--- config.mk ---
export PLATFORM = sky130hd
export DESIGN_NAME = or16_share_arbiter_flat
export DESIGN_NICKNAME = d
export VERILOG_FILES = /design/src/rtl/or16_arb_pkg.sv /design/src/rtl/or16_share_arbiter_if.sv /design/src/rtl/logic16_unit.sv /design/src/rtl/or16_share_arbiter.sv /design/src/flat_wrapper.sv
export SDC_FILE = /design/constraint.sdc
export NUM_CORES = 1
export LEC_CHECK = 0
export CORE_UTILIZATION = 50
export DETAILED_ROUTE_END_ITERATION = 8
export MAX_ROUTING_LAYER = met4
export PLACE_DENSITY = 0.91
export SYNTH_ARGS = -nofsm -noshare
export SYNTH_HDL_FRONTEND = slang
export SYNTH_SLANG_ARGS = --single-unit
--- constraint.sdc ---
create_clock -name clk -period 2.85 [get_ports clk]
set_input_delay 0.4275 -clock clk [delete_from_list [all_inputs] [get_ports clk]]
set_output_delay 0.4275 -clock clk [all_outputs]
set_load 0.01 [all_outputs]
--- src/rtl/or16_arb_pkg.sv ---
// Shared constants for the or16_share_arbiter slice: datapath width, opcodes, FSM encoding.
package or16_arb_pkg;

    localparam int W = 16;

    localparam logic [1:0] OP_OR  = 2'b00;
    localparam logic [1:0] OP_AND = 2'b01;
    localparam logic [1:0] OP_XOR = 2'b10;
    localparam logic [1:0] OP_NOT = 2'b11;

    typedef enum logic [1:0] {
        IDLE = 2'd0,
        EXEC = 2'd1,
        RESP = 2'd2
    } state_t;

endpackage

--- src/rtl/or16_share_arbiter_if.sv ---
// Request/response bundle between NREQ requesters (master) and the shared logic unit arbiter (slave).
interface or16_share_arbiter_if
    import or16_arb_pkg::*;
#(
    parameter int NREQ = 4,
    parameter int IDW  = 2
) ();

    logic [NREQ-1:0]   req_valid;
    logic [NREQ-1:0]   req_ready;
    logic [W*NREQ-1:0] req_a;
    logic [W*NREQ-1:0] req_b;
    logic [2*NREQ-1:0] req_op;
    logic              rsp_valid;
    logic              rsp_ready;
    logic [W-1:0]      rsp_data;
    logic [IDW-1:0]    rsp_id;
    logic              busy;

    modport master (
        output req_valid, req_a, req_b, req_op, rsp_ready,
        input  req_ready, rsp_valid, rsp_data, rsp_id, busy
    );

    modport slave (
        input  req_valid, req_a, req_b, req_op, rsp_ready,
        output req_ready, rsp_valid, rsp_data, rsp_id, busy
    );

endinterface

--- src/rtl/logic16_unit.sv ---
// Combinational 16-bit bitwise unit: one gate bank per opcode, result picked by op_i.
module logic16_unit
    import or16_arb_pkg::*;
(
    input  logic [W-1:0] a_i,
    input  logic [W-1:0] b_i,
    input  logic [1:0]   op_i,
    output logic [W-1:0] out_o
);

    logic [W-1:0] or_v;
    logic [W-1:0] and_v;
    logic [W-1:0] xor_v;
    logic [W-1:0] not_v;

    assign or_v  = a_i | b_i;
    assign and_v = a_i & b_i;
    assign xor_v = a_i ^ b_i;
    assign not_v = ~a_i;

    // NOTE: every path assigns out_o (default first), so no latch is inferred.
    always_comb begin
        out_o = or_v;
        case (op_i)
            OP_OR:   out_o = or_v;
            OP_AND:  out_o = and_v;
            OP_XOR:  out_o = xor_v;
            OP_NOT:  out_o = not_v;
            default: out_o = or_v;
        endcase
    end

endmodule

--- src/rtl/or16_share_arbiter.sv ---
// Round-robin share of one logic16_unit among NREQ requesters; accept -> execute -> respond.
// Optional per-requester grant counters are built when OR16_ARB_STATS_EN is defined.
module or16_share_arbiter
    import or16_arb_pkg::*;
#(
    parameter int NREQ = 4,
    parameter int IDW  = 2
) (
    input  logic clk,
    input  logic rst_n,
`ifdef OR16_ARB_STATS_EN
    input  logic              stats_clr,
    output logic [W*NREQ-1:0] grant_cnt,
`endif
    or16_share_arbiter_if.slave bus
);

    state_t         state_q;
    logic [IDW-1:0] last_grant_q;
    logic [IDW-1:0] id_q;
    logic [W-1:0]   a_q;
    logic [W-1:0]   b_q;
    logic [1:0]     op_q;
    logic           rsp_valid_q;
    logic [W-1:0]   rsp_data_q;
    logic [IDW-1:0] rsp_id_q;

    logic            grant_valid;
    logic [IDW-1:0]  grant_idx;
    logic [NREQ-1:0] req_ready;
    logic            accept;
    logic [W-1:0]    a_sel;
    logic [W-1:0]    b_sel;
    logic [1:0]      op_sel;
    logic [W-1:0]    alu_out;

    // Search starts just after the last winner and wraps, so every waiting requester is reached.
    always_comb begin
        int unsigned    pos;
        logic [IDW-1:0] idx;
        grant_valid = 1'b0;
        grant_idx   = '0;
        pos         = 0;
        idx         = '0;
        for (int k = 1; k <= NREQ; k++) begin
            pos = (int'(last_grant_q) + k) % NREQ;
            idx = IDW'(pos);
            if (!grant_valid && bus.req_valid[idx]) begin
                grant_valid = 1'b1;
                grant_idx   = idx;
            end
        end
    end

    // req_ready is also gated by rst_n so it reads 0 for the whole reset window.
    always_comb begin
        req_ready = '0;
        a_sel     = '0;
        b_sel     = '0;
        op_sel    = OP_OR;
        for (int i = 0; i < NREQ; i++) begin
            if (grant_idx == IDW'(i)) begin
                req_ready[i] = rst_n && (state_q == IDLE) && grant_valid;
                a_sel        = bus.req_a[W*i +: W];
                b_sel        = bus.req_b[W*i +: W];
                op_sel       = bus.req_op[2*i +: 2];
            end
        end
    end

    assign accept = |(req_ready & bus.req_valid);

    logic16_unit u_logic16 (
        .a_i  (a_q),
        .b_i  (b_q),
        .op_i (op_q),
        .out_o(alu_out)
    );

    // NOTE: sequential state uses non-blocking assignments only; every register is reset.
    always_ff @(posedge clk or negedge rst_n) begin
        if (!rst_n) begin
            state_q      <= IDLE;
            last_grant_q <= IDW'(NREQ - 1);
            id_q         <= '0;
            a_q          <= '0;
            b_q          <= '0;
            op_q         <= OP_OR;
            rsp_valid_q  <= 1'b0;
            rsp_data_q   <= '0;
            rsp_id_q     <= '0;
        end else begin
            case (state_q)
                IDLE: begin
                    if (accept) begin
                        a_q          <= a_sel;
                        b_q          <= b_sel;
                        op_q         <= op_sel;
                        id_q         <= grant_idx;
                        last_grant_q <= grant_idx;
                        state_q      <= EXEC;
                    end
                end
                EXEC: begin
                    rsp_data_q  <= alu_out;
                    rsp_id_q    <= id_q;
                    rsp_valid_q <= 1'b1;
                    state_q     <= RESP;
                end
                RESP: begin
                    if (bus.rsp_ready) begin
                        rsp_valid_q <= 1'b0;
                        state_q     <= IDLE;
                    end
                end
                default: state_q <= IDLE;
            endcase
        end
    end

    assign bus.req_ready = req_ready;
    assign bus.rsp_valid = rsp_valid_q;
    assign bus.rsp_data  = rsp_data_q;
    assign bus.rsp_id    = rsp_id_q;
    assign bus.busy      = (state_q != IDLE);

`ifdef OR16_ARB_STATS_EN
    logic [W*NREQ-1:0] cnt_q;

    // Clear wins over a same-cycle grant.
    always_ff @(posedge clk or negedge rst_n) begin
        if (!rst_n) begin
            cnt_q <= '0;
        end else if (stats_clr) begin
            cnt_q <= '0;
        end else if (accept) begin
            for (int i = 0; i < NREQ; i++) begin
                if (grant_idx == IDW'(i)) begin
                    cnt_q[W*i +: W] <= cnt_q[W*i +: W] + 16'd1;
                end
            end
        end
    end

    assign grant_cnt = cnt_q;
`endif

endmodule

--- src/flat_wrapper.sv ---
// flat-port wrapper written by rule: the top's interface ports become plain ports
module or16_share_arbiter_flat import or16_arb_pkg::*;
#(
    parameter int NREQ = 4,
    parameter int IDW  = 2
)
  (clk, rst_n, bus_req_valid, bus_req_a, bus_req_b, bus_req_op, bus_rsp_ready, bus_req_ready, bus_rsp_valid, bus_rsp_data, bus_rsp_id, bus_busy);
  or16_share_arbiter_if #(.NREQ(NREQ), .IDW(IDW)) bus_i ();
  input  logic clk;
  input  logic rst_n;
  input wire logic [$bits(bus_i.req_valid)-1:0] bus_req_valid;
  input wire logic [$bits(bus_i.req_a)-1:0] bus_req_a;
  input wire logic [$bits(bus_i.req_b)-1:0] bus_req_b;
  input wire logic [$bits(bus_i.req_op)-1:0] bus_req_op;
  input wire logic [$bits(bus_i.rsp_ready)-1:0] bus_rsp_ready;
  output wire logic [$bits(bus_i.req_ready)-1:0] bus_req_ready;
  output wire logic [$bits(bus_i.rsp_valid)-1:0] bus_rsp_valid;
  output wire logic [$bits(bus_i.rsp_data)-1:0] bus_rsp_data;
  output wire logic [$bits(bus_i.rsp_id)-1:0] bus_rsp_id;
  output wire logic [$bits(bus_i.busy)-1:0] bus_busy;
  assign bus_i.req_valid = bus_req_valid;
  assign bus_i.req_a = bus_req_a;
  assign bus_i.req_b = bus_req_b;
  assign bus_i.req_op = bus_req_op;
  assign bus_i.rsp_ready = bus_rsp_ready;
  assign bus_req_ready = bus_i.req_ready;
  assign bus_rsp_valid = bus_i.rsp_valid;
  assign bus_rsp_data = bus_i.rsp_data;
  assign bus_rsp_id = bus_i.rsp_id;
  assign bus_busy = bus_i.busy;
  or16_share_arbiter #(.NREQ(NREQ), .IDW(IDW)) u_core (.clk(clk), .rst_n(rst_n), .bus(bus_i));
endmodule
==> flow_summary.ini <==
[status]
run_status = completed

[routing]
drcViolationCount = 0
viasPerCell = 5.68
num_vias = 4143
ant_nets = 0
wl_per_cell_microns = 16.9
met3_length_microns = 646
first_pass_iters = 4
met1_length_microns = 4830
top_layer_used = met4
wl_met2_microns = 6540
wl_microns = 12300
initialDrtViolationCount = 151

[timing]
setup_viol = 0
slew_viol_final = 0
clock.fmax_ghz = 0.358
relSlewSlack_pct = 48.8
rsz0062_at_grt = false
worstMarginPinSlew_ns = 0.769
period_needed_ns = 2.79
timing.setup.tns_ns = 0
skew_ns = 0.0107
hold_violations = 0
timing.final.crit_share_pct = 98.0

[yosys]
synth_fp_nets = 644
yosysSeqAreaShare_pct = 31.6
syn_inst = 469
yosys.cell_types.count = 31
avgSynthCellArea_sq_um = 9.97
ys_warn_count = 0
ys_ff_latch = 59
syn_area_sq_um = 4680

[finish]
final_common_cell = clkdlybuf4s50_1
area_growth_pct = 40.8
antenna_cells = 0
final_cell_mix = clkdlybuf4s50_1 (165), dfrtp_1 (57), nand3_1 (55)
layout-drive-gt1-share_pct = 21.4
final_core_util_pct = 74.1
nets = 792
fill_cells = 636

[cts]
htree_levels = 3
cts_tree = yes
cts_max_path_buffers = 2
root_buffer = clkbuf_8
clock_latency_ns = 0.34
cts.clk_slew.worst_paths_ns = 0.08
tritoncts_num_sinks = 59
cts_buffers = 9

[power_and_ir_drop]
p_leak_nw = 2.67
power_density_nw_per_um2 = 869
vdd_drop_max_mv = 0.392

[setup_path]
cp_cell_sequence = clkdlybuf4s50_1 > or4_4 > nand2_4 > nor2_1 > and2_1 > clkdlybuf4s50_1
startpoint_type = input port
slowest_stage = or4_4
cp_max_fo = 8
cp_num_buf_inv = 2
worstPathRequired_ns = 2.42
cp_common_cell = clkdlybuf4s50_1
cp.arrival_ns = 2.37
crit_type = in2out
crit_family = buffers and inverters
end_kind = primary output
max_stage_delay_ns = 0.58

[floorplan]
design.core.area_sq_um = 8890
chipHeight_microns = 98.7
dieArea_sq_um = 9750
rows = 34
die_w_microns = 98.7
pin_count = 167
initial_core_util_pct = 52.6

[grt]
gr-usage-all-layers_pct = 26.8
grt_max_degree = 60
grt_pass1_vias = 4180
grt_pass1_wl_microns = 19900
overflow = 0
antenna_found_initial = 0

[hold_path]
hold_class = in2async

[placement]
io_buffer_count = 166
dpl.hpwl_microns = 9130
gp_congestion = 0.806

[run]
drv_cap = 0
worst register-to-register path, delay by kind of cell, from the launching register on:
| family | cells | cell delay [ns] |
|---|---|---|
| buf+inv | 2 | 0.74 |
| flops | 1 | 0.59 |
| compound gates | 3 | 0.51 |
| mux | 1 | 0.30 |
| simple gates | 1 | 0.13 |
layer usage:
| layer | up-vias | global-route usage (%) |
|---|---|---|
| met5 | - | - |
| met4 | 0 | 11.4 |
| met3 | 25 | 4.47 |
| met2 | 135 | 47.3 |
| met1 | 2007 | 29.9 |
| li1 | 1976 | - |
cells in the mapped netlist (all sizes together):
master  instances  area [sq um]
o31ai           1          21.3
clkbuf         11          41.3
nor2           10          37.5
o21ai          37           185
buf            30           196
inv            41           154
nor3b           1          7.51
a21oi           3          15.0
and3b           1          8.76
mux2           43           484
ha             32           400
or4             1          7.51
nor2b           3          18.8
nand2b          3          18.8
o221ai         33           477
or2             3          18.8
mux4            7           158
nand3          68           405
dfstp           2          52.6
and2            1          6.26
nand2          44           168
mux2i          35           350
dfrtp          57          1430
a221o           2          20.0
repair_timing:
item | CTS | global route
endpoints found under the setup margin | 1 | 4
gates resized for setup | 1 | 2
buffers inserted | 0 | 1
hold buffers | 0 | 0
pin swaps | 0 | 1
flip-flops by register name, indices dropped and copies added, names as in the netlist:
| name | flops |
|---|---|
| u_core.a_q | 16 |
| u_core.state_q | 2 |
| u_core.op_q | 2 |
| u_core.last_grant_q | 2 |
| u_core.id_q | 2 |
| u_core.b_q | 16 |
| u_core.bus.rsp_id | 2 |
| u_core.bus.rsp_data | 16 |
| u_core.bus.rsp_valid | 1 |
worst paths after layout:
kind	start	end	slack, ns	cells after the start
min reg2reg	u_core.bus.rsp_data[11]	u_core.bus.rsp_data[11]	0.49	2
min in group clk	u_core.bus.rsp_data[11]	u_core.bus.rsp_data[11]	0.49	2
max	bus_req_valid[0]	bus_req_ready[3]	0.06	6
min	rst_n	u_core.state_q[1]	0.23	2
max in group asynchronous	rst_n	u_core.b_q[7]	2.07	2
max reg2reg	u_core.last_grant_q[1]	u_core.b_q[12]	0.45	7
report_power, final:
part | switching, W | internal, W
sequential | 0.000320 | 0.00126
clock | 0.000353 | 0.000488
combinational | 0.00164 | 0.00166
cell type report:
cell class	instances	area, sq um	share of cell area [%]
multi-input combinational	328	2840	43.1
timing repair buffer	178	1760	26.7
sequential	59	1480	22.5
inverter	41	156	2.38
tap	108	135	2.05
clock buffer	9	124	1.88
clock inverter	7	92.6	1.41
per-stage QoR:
| step | hold WS (ns) | setup slack [ns] | total power [W] | std cells | instance area, sq um |
|---|---|---|---|---|---|
| global placement | 0.461 | 0.0741 | 0.00468 | 713 | 6350 |
| CTS | 0.280 | 0.00474 | 0.00574 | 729 | 6570 |
| finish | 0.232 | 0.0561 | 0.00572 | 730 | 6590 |
| detailed placement | 0.471 | 0.00848 | 0.00487 | 713 | 6350 |
| global route | 0.312 | 0.0193 | 0.00617 | 730 | 6590 |
| floorplan | 0.132 | 0.824 | 0.00388 | 469 | 4680 |
kinds of logic after synthesis:
logic type	after synthesis	synth area share (%)
flip-flops	59	31.6
multiplexers	85	21.2
AND/OR/NAND/NOR	135	14.9
AO/OA/AOI/OAI	76	15.4
buffers and inverters	82	8.37
adder cells (fa/ha/maj)	32	8.56
Power figures use the tool's default switching activity.
